### config.mk
export PLATFORM = sky130hd
export DESIGN_NAME = mbe_mult_pipe
export DESIGN_NICKNAME = d
export VERILOG_FILES = /design/src/rtl/mbe_mult_pipe.sv
export SDC_FILE = /design/constraint.sdc
export NUM_CORES = 1
export LEC_CHECK = 0
export CORE_MARGIN = 2
export CORE_UTILIZATION = 60
export DETAILED_ROUTE_END_ITERATION = 12
export PLACE_DENSITY_LB_ADDON = 0.1
export SYNTH_ARGS = -nofsm -noshare
export SYNTH_HDL_FRONTEND = slang
export SYNTH_SLANG_ARGS = --single-unit
### constraint.sdc
create_clock -name clk -period 5.2 [get_ports clk]
set_clock_uncertainty 0.2 [all_clocks]
set_input_delay 1.04 -clock clk [delete_from_list [all_inputs] [get_ports clk]]
set_output_delay 1.04 -clock clk [all_outputs]
set_load 0.005 [all_outputs]
### src/rtl/mbe_mult_pipe.sv
// Pipelined radix-4 Modified Booth multiplier with valid/ready handshakes on both sides.
// Optional performance counters (perf_txn, perf_stall) are enabled by defining MBE_PERF_CNT_EN.
module mbe_mult_pipe #(
  parameter int WA  = 8,
  parameter int WB  = 8,
  parameter int LAT = 3
) (
  input  logic             clk,
  input  logic             rst,
  input  logic             in_valid,
  output logic             in_ready,
  input  logic [WA-1:0]    in_a,
  input  logic [WB-1:0]    in_b,
  input  logic             in_signed,
  output logic             out_valid,
  input  logic             out_ready,
  output logic [WA+WB-1:0] out_prod,
  output logic             out_signed
`ifdef MBE_PERF_CNT_EN
  ,
  output logic [31:0]      perf_txn,
  output logic [31:0]      perf_stall
`endif
);

  localparam int P   = WA + WB;
  localparam int NPP = (WB + 3) / 2;
  localparam int BW  = 2 * NPP;

  logic         adv;
  logic [P-1:0] a_ext;
  logic [P-1:0] a_neg;
  logic [BW-1:0] b_ext;
  logic [BW:0]  b_sh;
  logic [P-1:0] pp_gen [NPP];
  logic [P-1:0] acc0;

  assign adv      = !out_valid || out_ready;
  assign in_ready = adv;

  // All arithmetic is done modulo 2^P; sign-extended partial products make that exact.
  always_comb begin
    a_ext = {{WB{in_signed & in_a[WA-1]}}, in_a};
    a_neg = ~a_ext + 1'b1;
    b_ext = {{(BW-WB){in_signed & in_b[WB-1]}}, in_b};
    b_sh  = {b_ext, 1'b0};
    for (int i = 0; i < NPP; i++) begin
      pp_gen[i] = '0;
      case (b_sh[2*i+2 -: 3])
        3'b001, 3'b010: pp_gen[i] = a_ext << (2*i);
        3'b011:         pp_gen[i] = a_ext << (2*i+1);
        3'b100:         pp_gen[i] = a_neg << (2*i+1);
        3'b101, 3'b110: pp_gen[i] = a_neg << (2*i);
        default:        pp_gen[i] = '0;
      endcase
    end
  end

  // Stage j sums partial products [j*NPP/LAT, (j+1)*NPP/LAT) into the running total.
  always_comb begin
    acc0 = '0;
    for (int k = 0; k < NPP; k++) begin
      if (k < NPP / LAT) acc0 = acc0 + pp_gen[k];
    end
  end

  if (LAT == 1) begin : g_single
    always_ff @(posedge clk or negedge rst) begin
      if (!rst) begin
        out_valid  <= 1'b0;
        out_prod   <= '0;
        out_signed <= 1'b0;
      end else if (adv) begin
        out_valid <= in_valid;
        if (in_valid) begin
          out_prod   <= acc0;
          out_signed <= in_signed;
        end
      end
    end
  end else begin : g_multi
    logic [LAT-2:0] vld_q;
    logic [LAT-2:0] sgn_q;
    logic [P-1:0]   acc_q [LAT-1];
    logic [P-1:0]   pp_q  [LAT-1][NPP];
    logic [P-1:0]   acc_d [LAT-1];

    always_comb begin
      for (int j = 1; j < LAT; j++) begin
        acc_d[j-1] = acc_q[j-1];
        for (int k = 0; k < NPP; k++) begin
          if (k >= (j * NPP) / LAT && k < ((j + 1) * NPP) / LAT)
            acc_d[j-1] = acc_d[j-1] + pp_q[j-1][k];
        end
      end
    end

    // Data registers only load behind a valid entry, so bubbles never disturb held results.
    always_ff @(posedge clk or negedge rst) begin
      if (!rst) begin
        vld_q      <= '0;
        sgn_q      <= '0;
        out_valid  <= 1'b0;
        out_prod   <= '0;
        out_signed <= 1'b0;
        for (int j = 0; j < LAT-1; j++) begin
          acc_q[j] <= '0;
          for (int k = 0; k < NPP; k++) pp_q[j][k] <= '0;
        end
      end else if (adv) begin
        vld_q[0] <= in_valid;
        if (in_valid) begin
          acc_q[0] <= acc0;
          sgn_q[0] <= in_signed;
          for (int k = 0; k < NPP; k++) pp_q[0][k] <= pp_gen[k];
        end
        for (int j = 1; j < LAT-1; j++) begin
          vld_q[j] <= vld_q[j-1];
          if (vld_q[j-1]) begin
            acc_q[j] <= acc_d[j-1];
            sgn_q[j] <= sgn_q[j-1];
            for (int k = 0; k < NPP; k++) pp_q[j][k] <= pp_q[j-1][k];
          end
        end
        out_valid <= vld_q[LAT-2];
        if (vld_q[LAT-2]) begin
          out_prod   <= acc_d[LAT-2];
          out_signed <= sgn_q[LAT-2];
        end
      end
    end
  end

`ifdef MBE_PERF_CNT_EN
  always_ff @(posedge clk or negedge rst) begin
    if (!rst) begin
      perf_txn   <= '0;
      perf_stall <= '0;
    end else begin
      if (out_valid && out_ready)  perf_txn   <= perf_txn + 32'd1;
      if (out_valid && !out_ready) perf_stall <= perf_stall + 32'd1;
    end
  end
`endif

endmodule

# == Word level (Yosys, flattened, before mapping) ==
# Index checks and enable logic that the tools add are counted.
# word_totals
register_bits,150
out_inout_bits,19
# classes
add_sub_neg,5
n_eq_ne,27
muxes,5
bitwise,3
n_reduce_logical,13
# ops
operator,n
one-hot mux 16 bit (4 select lines),4
adder 16 bit,4
one-hot mux 16 bit (3 select lines),1
"equality test 3 bit, second input constant",12
"equality test 3 x 2 -> 1 bit, second input constant",8
"adder 16 x 1 -> 16 bit, second input constant",1
inverter 16 bit,1
OR reduction 2 bit,8
"equality test 3 x 1 -> 1 bit, second input constant",4
AND reduction 2 bit,3
"equality test 2 bit, second input constant",2
AND 1 bit,2
"equality test 2 x 1 -> 1 bit, second input constant",1
logical NOT 1 bit,1
logical OR 1 bit,1

# == Longest topological paths before layout ==
# Gate-level depths: netlist (run 1).
# logic_depth
depth_word,4
depth_mapped,10
ltp_nobuf,10

# == Worst setup path after synthesis (run 1) ==
# OpenSTA, ideal clock, no wires.
# synth_timing
kind,input port to flip-flop
start,input in_a[1]
end,register g_multi.pp_q[109] (netlist name)
setup_time_ps,126
t_arrival_ps,2714
setup_slack_ps,2160
path_stages,9
path_buffers,2
cell_sequence,buf_2 > inv_1 > ha_1 > or3b_1 > buf_6 > nor3_4 > nor2_1 > a22o_1 > a221o_1
# synth_via
elab_chain_cells,3
# synth_lines
item,line,source
"start, declared",12,"input logic [WA-1:0] in_a,"
inverter 16 bit,44,a_neg = ~a_ext + 1'b1;
adder 16 x 1 -> 16 bit,44,
one-hot mux 16 bit (4 select lines),49,case (b_sh[2*i+2 -: 3])
# No other way between the ends.
# A chain may end at the register's enable or synchronous reset.

# == Final worst setup path (run 1) ==
# layout_timing
start,input in_a[0]
end,register g_multi.pp_q[123] (netlist name)
# layout_via
elab_chain_cells,3
# layout_lines
item,line
inverter 16 bit,44
adder 16 x 1 -> 16 bit,44
one-hot mux 16 bit (4 select lines),49
# No other way between the ends.

==> impl_metrics.env, run 1 <==
export IMPL_final_hold_viol_count=0
export IMPL_layout_min_cycle_time_ns=3.662
export IMPL_timing_slew_headroom_pct=24.68
export IMPL_multi_input_area_mm2=0.003841
export IMPL_timing_reg2reg_setup_slack_ns=2.04
export IMPL_design_die_area_mm2=0.01265
export IMPL_critical_path_cell_chain="clkdlybuf4s50_1 -> inv_1 -> ha_1 -> or3b_1 -> nor3_4 -> nor2_1 -> a222oi_1 -> o21ai_1"
export IMPL_clk_transition_reported_paths_ns=0.05
export IMPL_core_area_mm2=0.01147
export IMPL_via_count=5819
export IMPL_fin_tns_setup_ns=0
export IMPL_final_cell_area_mm2=0.008132
export IMPL_dominantRegCellSynth="sky130_fd_sc_hd__dfrtp_1"
export IMPL_placed_cells_incl_taps=881
export IMPL_timing_reg2reg_worst_path_depth=10
export IMPL_async_flop_share_pct=100.0
export IMPL_routed_via_density=6.402
export IMPL_worstHoldPathCells=2
export IMPL_cpLargestDelayFamily="buffers and inverters"
export IMPL_post_drt_wl_per_cell_um=20.79
export IMPL_critical_path_endpoint_type="register"
export IMPL_number_of_flops_mapped_to_enable_cells_by_yosys=0
export IMPL_postRouteAntennaNets=0
export IMPL_dr_first_iter_drc_count=617
export IMPL_drive_above_1_share_pct=11.49
export IMPL_post_layout_total_power_w=0.004656
export IMPL_cellLeakagePower_nw=3.705
export IMPL_drt_total_wl_um=18890
export IMPL_worstHoldEndpoint="g_multi.pp_q[91]$_DFFE_PN0P_"
export IMPL_antenna_violations_before_repair=0
export IMPL_worstHoldStart="g_multi.pp_q[91]$_DFFE_PN0P_"
export IMPL_crit_path_max_fanout=8
export IMPL_diodes=0
export IMPL_htree_levels=4
export IMPL_fp_dieH_um=112.5
export IMPL_worst_setup_path_start_kind="input pin"
export IMPL_numCtsBuffers=17
export IMPL_worst_path_required_ns=5.28
export IMPL_post_route_period_util_pct=70.42
export IMPL_nFillCells=872
export IMPL_via_count_of_the_first_global_routing_pass=5675
export IMPL_io_pins=40
export IMPL_buffer_ports_inserted=39
export IMPL_synth_ff_latch_count=116
export IMPL_p_per_area_mw_per_mm2=572.6
export IMPL_critPathSlowestCell="sky130_fd_sc_hd__clkdlybuf4s50_1"
export IMPL_regArea_mm2=0.002903
export IMPL_finalSetupViolations=0
export IMPL_tightest_slew_ns=1.121
export IMPL_most_area_consuming_cells_after_synthesis="sky130_fd_sc_hd__dfrtp_1 (41%), sky130_fd_sc_hd__nand2_1 (5.8%), sky130_fd_sc_hd__fa_1 (5.7%)"
export IMPL_chipWidth_um=112.5
export IMPL_clock_latency_ns=0.41
export IMPL_cts_tree="done"
export IMPL_r2r_end="g_multi.acc_q[11]$_DFFE_PN0P_"
export IMPL_syn_cell_area_mm2=0.007061
export IMPL_seq_area_frac_synth_pct=41.11
export IMPL_cts_hold_buffers=0
export IMPL_wire_length_of_the_first_global_routing_pass_um=30640
export IMPL_timing_critical_path_buf_inv=2
export IMPL_place_gp_congestion=1.023
export IMPL_placedInstanceArea_mm2=0.007510
export IMPL_report_final_slew_viol_count=0
export IMPL_peak_per_stage_delay_on_the_critical_path_ns=0.64
export IMPL_clock_sink_count=116
export IMPL_synth_area_per_cell_um2=9.619
export IMPL_synth_top_cells_by_count="sky130_fd_sc_hd__dfrtp_1 (116), sky130_fd_sc_hd__nand2_1 (110), sky130_fd_sc_hd__o21ai_0 (57)"
export IMPL_rows=39
export IMPL_post_cts_resize_count=0
export IMPL_top_count_cell_post_synth="sky130_fd_sc_hd__dfrtp_1"
export IMPL_synth_distinct_cells=63
export IMPL_grt_overall_usage_pct=31.33
export IMPL_warnings_from_yosys=0
export IMPL_place_detailed_hpwl_um=13690
export IMPL_startpoint_of_the_worst_register_to_register_path="g_multi.acc_q[20]$_DFFE_PN0P_"
export IMPL_maximum_number_of_pins_on_one_net_before_global_route_repair=53
export IMPL_crit_type="input pin to register"
export IMPL_ctsLongestPathBuffers=2
export IMPL_syn_instance_count=734
export IMPL_remaining_design_rule_violation_count=0
export IMPL_cts_repair_timing_setup_buffer_count=0
export IMPL_dr_pass1_iters=6
export IMPL_initial_core_util_pct=61.57
export IMPL_portion_of_synthesized_cell_area_occupied_by_the_leading_cell_type_pct=41.11
export IMPL_holdCritPathClass="register to register"
export IMPL_syn_num_nets=800
export IMPL_layout_nets=823
export IMPL_synth_largest_area_cell="sky130_fd_sc_hd__dfrtp_1"
export IMPL_worst_endpoint_arrival_ns=3.74
export IMPL_power_ir_vdd_worst_mv=0.4713
export IMPL_fmax_mhz=273.1
export IMPL_fin_cells=909
export IMPL_setup_repair_after_global_routing_missed_its_margin="false"
export IMPL_cts_root_buffer_cell="sky130_fd_sc_hd__clkbuf_16"
export IMPL_outcome="finished clean"
export IMPL_grt_remaining_overflow=0
export IMPL_area_growth_syn_to_layout_pct=15.17
export IMPL_max_cap_violations=0
## per-layer routing
metal  global-route usage, %  share of wire (%)  vias up
met2                   47.99                 46      253
met3                   6.857                7.1       57
met1                   43.38                 42     2851
li1                        -                  -     2658
met5                       0                  0        -
met4                   13.58                4.2        0
## sequential cells by signal (all words and copies together) (netlist names)
register	count
g_multi.sgn_q	2
g_multi.pp_q	62
out_prod	16
g_multi.vld_q	2
out_valid	1
out_signed	1
g_multi.acc_q	32
## placed cells by master, fill, tap and decap left out, types with 3 or more instances in the layout
| master | n |
|---|---|
| sky130_fd_sc_hd__a21oi_1 | 33 |
| sky130_fd_sc_hd__nand2_2 | 3 |
| sky130_fd_sc_hd__a22o_1 | 8 |
| sky130_fd_sc_hd__o211ai_1 | 3 |
| sky130_fd_sc_hd__nand3_1 | 13 |
| sky130_fd_sc_hd__and2_1 | 4 |
| sky130_fd_sc_hd__clkdlybuf4s50_1 | 38 |
| sky130_fd_sc_hd__a22oi_1 | 4 |
| sky130_fd_sc_hd__o21ai_1 | 3 |
| sky130_fd_sc_hd__xor2_1 | 16 |
| sky130_fd_sc_hd__o21ai_0 | 57 |
| sky130_fd_sc_hd__nor3_1 | 14 |
| sky130_fd_sc_hd__a32oi_1 | 5 |
| sky130_fd_sc_hd__clkbuf_16 | 17 |
| sky130_fd_sc_hd__inv_1 | 29 |
| sky130_fd_sc_hd__nor2_1 | 46 |
| sky130_fd_sc_hd__mux2i_1 | 3 |
| sky130_fd_sc_hd__bufinv_16 | 4 |
| sky130_fd_sc_hd__a221oi_1 | 13 |
| sky130_fd_sc_hd__o22ai_1 | 6 |
| sky130_fd_sc_hd__o31ai_1 | 12 |
| sky130_fd_sc_hd__a21o_1 | 13 |
| sky130_fd_sc_hd__fa_1 | 20 |
| sky130_fd_sc_hd__mux2_2 | 34 |
| sky130_fd_sc_hd__dfrtp_1 | 116 |
| sky130_fd_sc_hd__nand2_1 | 109 |
| sky130_fd_sc_hd__ha_1 | 25 |
| sky130_fd_sc_hd__o21a_1 | 7 |
| sky130_fd_sc_hd__o221ai_1 | 3 |
| sky130_fd_sc_hd__a222oi_1 | 5 |
| sky130_fd_sc_hd__xnor2_1 | 29 |
| sky130_fd_sc_hd__nand2b_1 | 6 |
| sky130_fd_sc_hd__nor2b_1 | 3 |
| sky130_fd_sc_hd__clkbuf_8 | 5 |
| sky130_fd_sc_hd__a31oi_1 | 10 |
| sky130_fd_sc_hd__buf_4 | 13 |
| sky130_fd_sc_hd__a211oi_1 | 3 |
## worst max-delay path by stage
stage                                         end  slack, ns  depth (start not counted)      start
finish              g_multi.pp_q[123]$_DFFE_PN0P_       1.54                          8    in_a[0]
global route        g_multi.pp_q[124]$_DFFE_PN0P_       1.33                          9    in_a[1]
CTS                                      in_ready       1.54                          3  out_ready
detailed placement  g_multi.pp_q[123]$_DFFE_PN0P_       1.18                          8    in_a[0]
global placement    g_multi.pp_q[123]$_DFFE_PN0P_       1.25                          8    in_a[0]
floorplan           g_multi.pp_q[109]$_DFFE_PN0P_       2.16                          9    in_a[1]
## stage by stage
| step | setup WS (ns) | util [%] | hold WS (ns) |
|---|---|---|---|
| finish | 1.538 | 70.91 | 0.2644 |
| global route | 1.333 | 70.91 | 0.3021 |
| CTS | 1.545 | 70.91 | 0.2669 |
| detailed placement | 1.176 | 65.49 | 0.2564 |
| global placement | 1.252 | 65.49 | 0.2489 |
| floorplan | 2.160 | - | 0.2348 |
## report_power, final
part,switching (W),internal (W),leakage [nW],total (W)
Sequential,0.000231,0.00120,1.46,0.00143
Clock,0.000372,0.000854,0.304,0.00123
Combinational,0.00107,0.000923,1.94,0.00200
Total,0.00168,0.00298,3.71,0.00466
## kinds of logic after synthesis
family                   share of synthesized area (%)
AO/OA/AOI/OAI                                    19.64
flip-flops                                       41.11
buffers and inverters                            4.519
multiplexers                                     5.848
XOR/XNOR                                         5.582
adder cells (fa/ha/maj)                          10.10
AND/OR/NAND/NOR                                  13.20
## worst reg2reg max path, delay by kind of cell, from the launching register on
family          cells  cell delay (ns)
fa+ha+maj           2             1.02
flops               1             0.32
xor+xnor            1             0.32
simple gates        1             0.14
compound gates      4             0.92
buf+inv             2             0.14
## cell type report
cell class / count / share of cell area (%)
inverter: 29 / 1.339
timing repair buffer: 51 / 5.878
clock buffer: 24 / 6.170
clock inverter: 4 / 1.477
sequential: 116 / 35.70
multi-input combinational: 542 / 47.24
tap: 143 / 2.200
Note: power is estimated with default switching activity, not from simulation.
==> inputs of run 2 (changes only) <==
Clock period 5.2 ns to 3.6 ns, I/O delays scaled along.
==> run 2 against run 1 <==
Non-clock buffer count up 12. Global-route usage is 5.0 points higher. Combinational power increased by 53%. Sequential share of layout area decreased by 0.29 points. Setup slack worse by 1.1 ns. Power grew 46%.
==> impl_metrics.env, run 2 (same netlist as run 1, synthesis figures left out) <==
export IMPL_tightest_slew_ns=0.8474
export IMPL_rows=39
export IMPL_regMostFlops="g_multi.pp_q"
export IMPL_outcome="finished clean"
export IMPL_layout_nets=835
export IMPL_clock_sink_count=116
export IMPL_wire_length_of_the_first_global_routing_pass_um=35110
export IMPL_chipWidth_um=112.5
export IMPL_layout_cells_most_common="sky130_fd_sc_hd__dfrtp_1"
export IMPL_cts_repair_timing_setup_buffer_count=0
export IMPL_hold_worst_slack_ns=0.04222
export IMPL_setup_repair_after_global_routing_missed_its_margin="false"
export IMPL_clk_transition_reported_paths_ns=0.06
export IMPL_cellLeakagePower_nw=3.742
export IMPL_worst_path_required_ns=3.66
export IMPL_grt_overall_usage_pct=36.34
export IMPL_numCtsBuffers=17
export IMPL_timing_slew_headroom_pct=43.51
export IMPL_finalSetupViolations=0
export IMPL_cts_root_buffer_cell="sky130_fd_sc_hd__clkbuf_16"
export IMPL_via_count_of_the_first_global_routing_pass=6254
export IMPL_max_cap_violations=0
export IMPL_dr_first_iter_drc_count=751
export IMPL_cts_hold_buffers=0
export IMPL_post_route_period_util_pct=88.83
export IMPL_htree_levels=4
export IMPL_design_die_area_mm2=0.01265
export IMPL_largest_reg_flops=62
export IMPL_drt_total_wl_um=22040
export IMPL_layout_min_cycle_time_ns=3.198
export IMPL_p_per_area_mw_per_mm2=828.2
export IMPL_fin_tns_setup_ns=0
export IMPL_via_count=6140
export IMPL_largestRegisters="g_multi.pp_q (62), g_multi.acc_q (32), out_prod (16)"
export IMPL_crit_type="register to register"
export IMPL_remaining_design_rule_violation_count=0
export IMPL_initial_core_util_pct=61.57
export IMPL_commonest_cells_after_routing_fill_and_taps_aside="sky130_fd_sc_hd__dfrtp_1 (116), sky130_fd_sc_hd__nand2_1 (109), sky130_fd_sc_hd__o21ai_0 (57), sky130_fd_sc_hd__nor2_1 (46), sky130_fd_sc_hd__clkdlybuf4s50_1 (38)"
export IMPL_io_pins=40
export IMPL_diodes=0
export IMPL_layout_core_utilization_pct=71.50
export IMPL_place_detailed_hpwl_um=15590
export IMPL_holdCritPathClass="input pin to async pin"
export IMPL_core_area_mm2=0.01147
export IMPL_ctsLongestPathBuffers=2
export IMPL_routed_via_density=6.645
export IMPL_place_gp_congestion=0.9628
export IMPL_clock_latency_ns=0.41
export IMPL_dr_pass1_iters=6
export IMPL_worst_endpoint_arrival_ns=3.26
export IMPL_report_final_slew_viol_count=0
export IMPL_grt_remaining_overflow=0
export IMPL_post_cts_resize_count=0
export IMPL_final_hold_viol_count=0
export IMPL_fmax_mhz=312.7
export IMPL_cts_tree="done"
export IMPL_fp_dieH_um=112.5
export IMPL_critical_path_endpoint_type="register"
export IMPL_post_drt_wl_per_cell_um=23.85
export IMPL_postRouteAntennaNets=0
export IMPL_worst_setup_path_start_kind="register"
export IMPL_power_ir_vdd_worst_mv=0.8778
export IMPL_maximum_number_of_pins_on_one_net_before_global_route_repair=62
export IMPL_antenna_violations_before_repair=0
export IMPL_area_growth_syn_to_layout_pct=16.13
export IMPL_crit_path_max_fanout=4
export IMPL_drive_above_1_share_pct=13.19
export IMPL_buffer_ports_inserted=39
## run 2: cell count changes in the layout (fill, tap and decap cells not counted), sizes merged
cell / delta
inv: +3
bufinv: -2
clkbuf: -4
clkinvlp: +3
clkinv: +3
buf: +12
## run 2: area by class of cell
type / instances / area, µm²
Clock buffer: 20 / 446.7
Timing Repair Buffer: 63 / 593.1
Sequential cell: 116 / 2903
Multi-Input combinational cell: 542 / 3841
Clock inverter: 11 / 127.6
Tap cell: 143 / 178.9
Fill cell: 779 / 3268
Inverter: 29 / 108.9
## run 2: metal layers
metal  wire, µm  vias to the layer above  track usage [%]
li1           -                     2694                -
met1       8776                     2994            46.62
met2      10320                      363            57.59
met3       1711                       89            7.721
met4       1228                        0            20.57
met5          0                        -                0
## run 2: worst max-delay path, cell delays in order, from the launching register on
cell                       delay [ns]
sky130_fd_sc_hd__dfrtp_1         0.34
sky130_fd_sc_hd__inv_1           0.09
sky130_fd_sc_hd__fa_1            0.56
sky130_fd_sc_hd__inv_1           0.08
sky130_fd_sc_hd__ha_1            0.33
sky130_fd_sc_hd__a211oi_1        0.31
sky130_fd_sc_hd__o21bai_1        0.12
sky130_fd_sc_hd__a21oi_1         0.36
sky130_fd_sc_hd__o21ai_0         0.17
sky130_fd_sc_hd__xnor2_1         0.34
sky130_fd_sc_hd__o21ai_0         0.16
## run 2: final timing paths
kind | startpoint | end | slack, ns | cells after the start
setup / recovery | g_multi.acc_q[20]$_DFFE_PN0P_ | g_multi.acc_q[10]$_DFFE_PN0P_ | 0.40 | 10
setup reg to reg | g_multi.acc_q[20]$_DFFE_PN0P_ | g_multi.acc_q[10]$_DFFE_PN0P_ | 0.40 | 10
min in group clk | g_multi.pp_q[92]$_DFFE_PN0P_ | g_multi.pp_q[92]$_DFFE_PN0P_ | 0.27 | 2
hold reg to reg | g_multi.pp_q[92]$_DFFE_PN0P_ | g_multi.pp_q[92]$_DFFE_PN0P_ | 0.27 | 2
max in group asynchronous | rst | g_multi.acc_q[29]$_DFFE_PN0P_ | 2.37 | 2
hold / removal | rst | out_signed$_DFFE_PN0P_ | 0.04 | 1
## run 2: where the power goes
group / internal [W] / leakage (nW) / switching (W) / total [W]
registers: 0.00174 / 1.46 / 0.000345 / 0.00208
clock network: 0.00104 / 0.273 / 0.000617 / 0.00165
logic: 0.00136 / 2.01 / 0.00169 / 0.00305
## run 2: through the flow
| stage | cell area (µm²) | total power, W | worst slack (ns) | cells |
|---|---|---|---|---|
| 2_1_floorplan | 7061 | 0.003976 | 0.7016 | 734 |
| 3_3_place_gp | 7625 | 0.004805 | 0.2097 | 893 |
| 3_5_place_dp | 7625 | 0.004973 | 0.1949 | 893 |
| 4_1_cts | 8199 | 0.006740 | 0.4500 | 924 |
| 5_1_grt | 8199 | 0.007165 | 0.3100 | 924 |
| 6_report | 8199 | 0.006790 | 0.4021 | 924 |
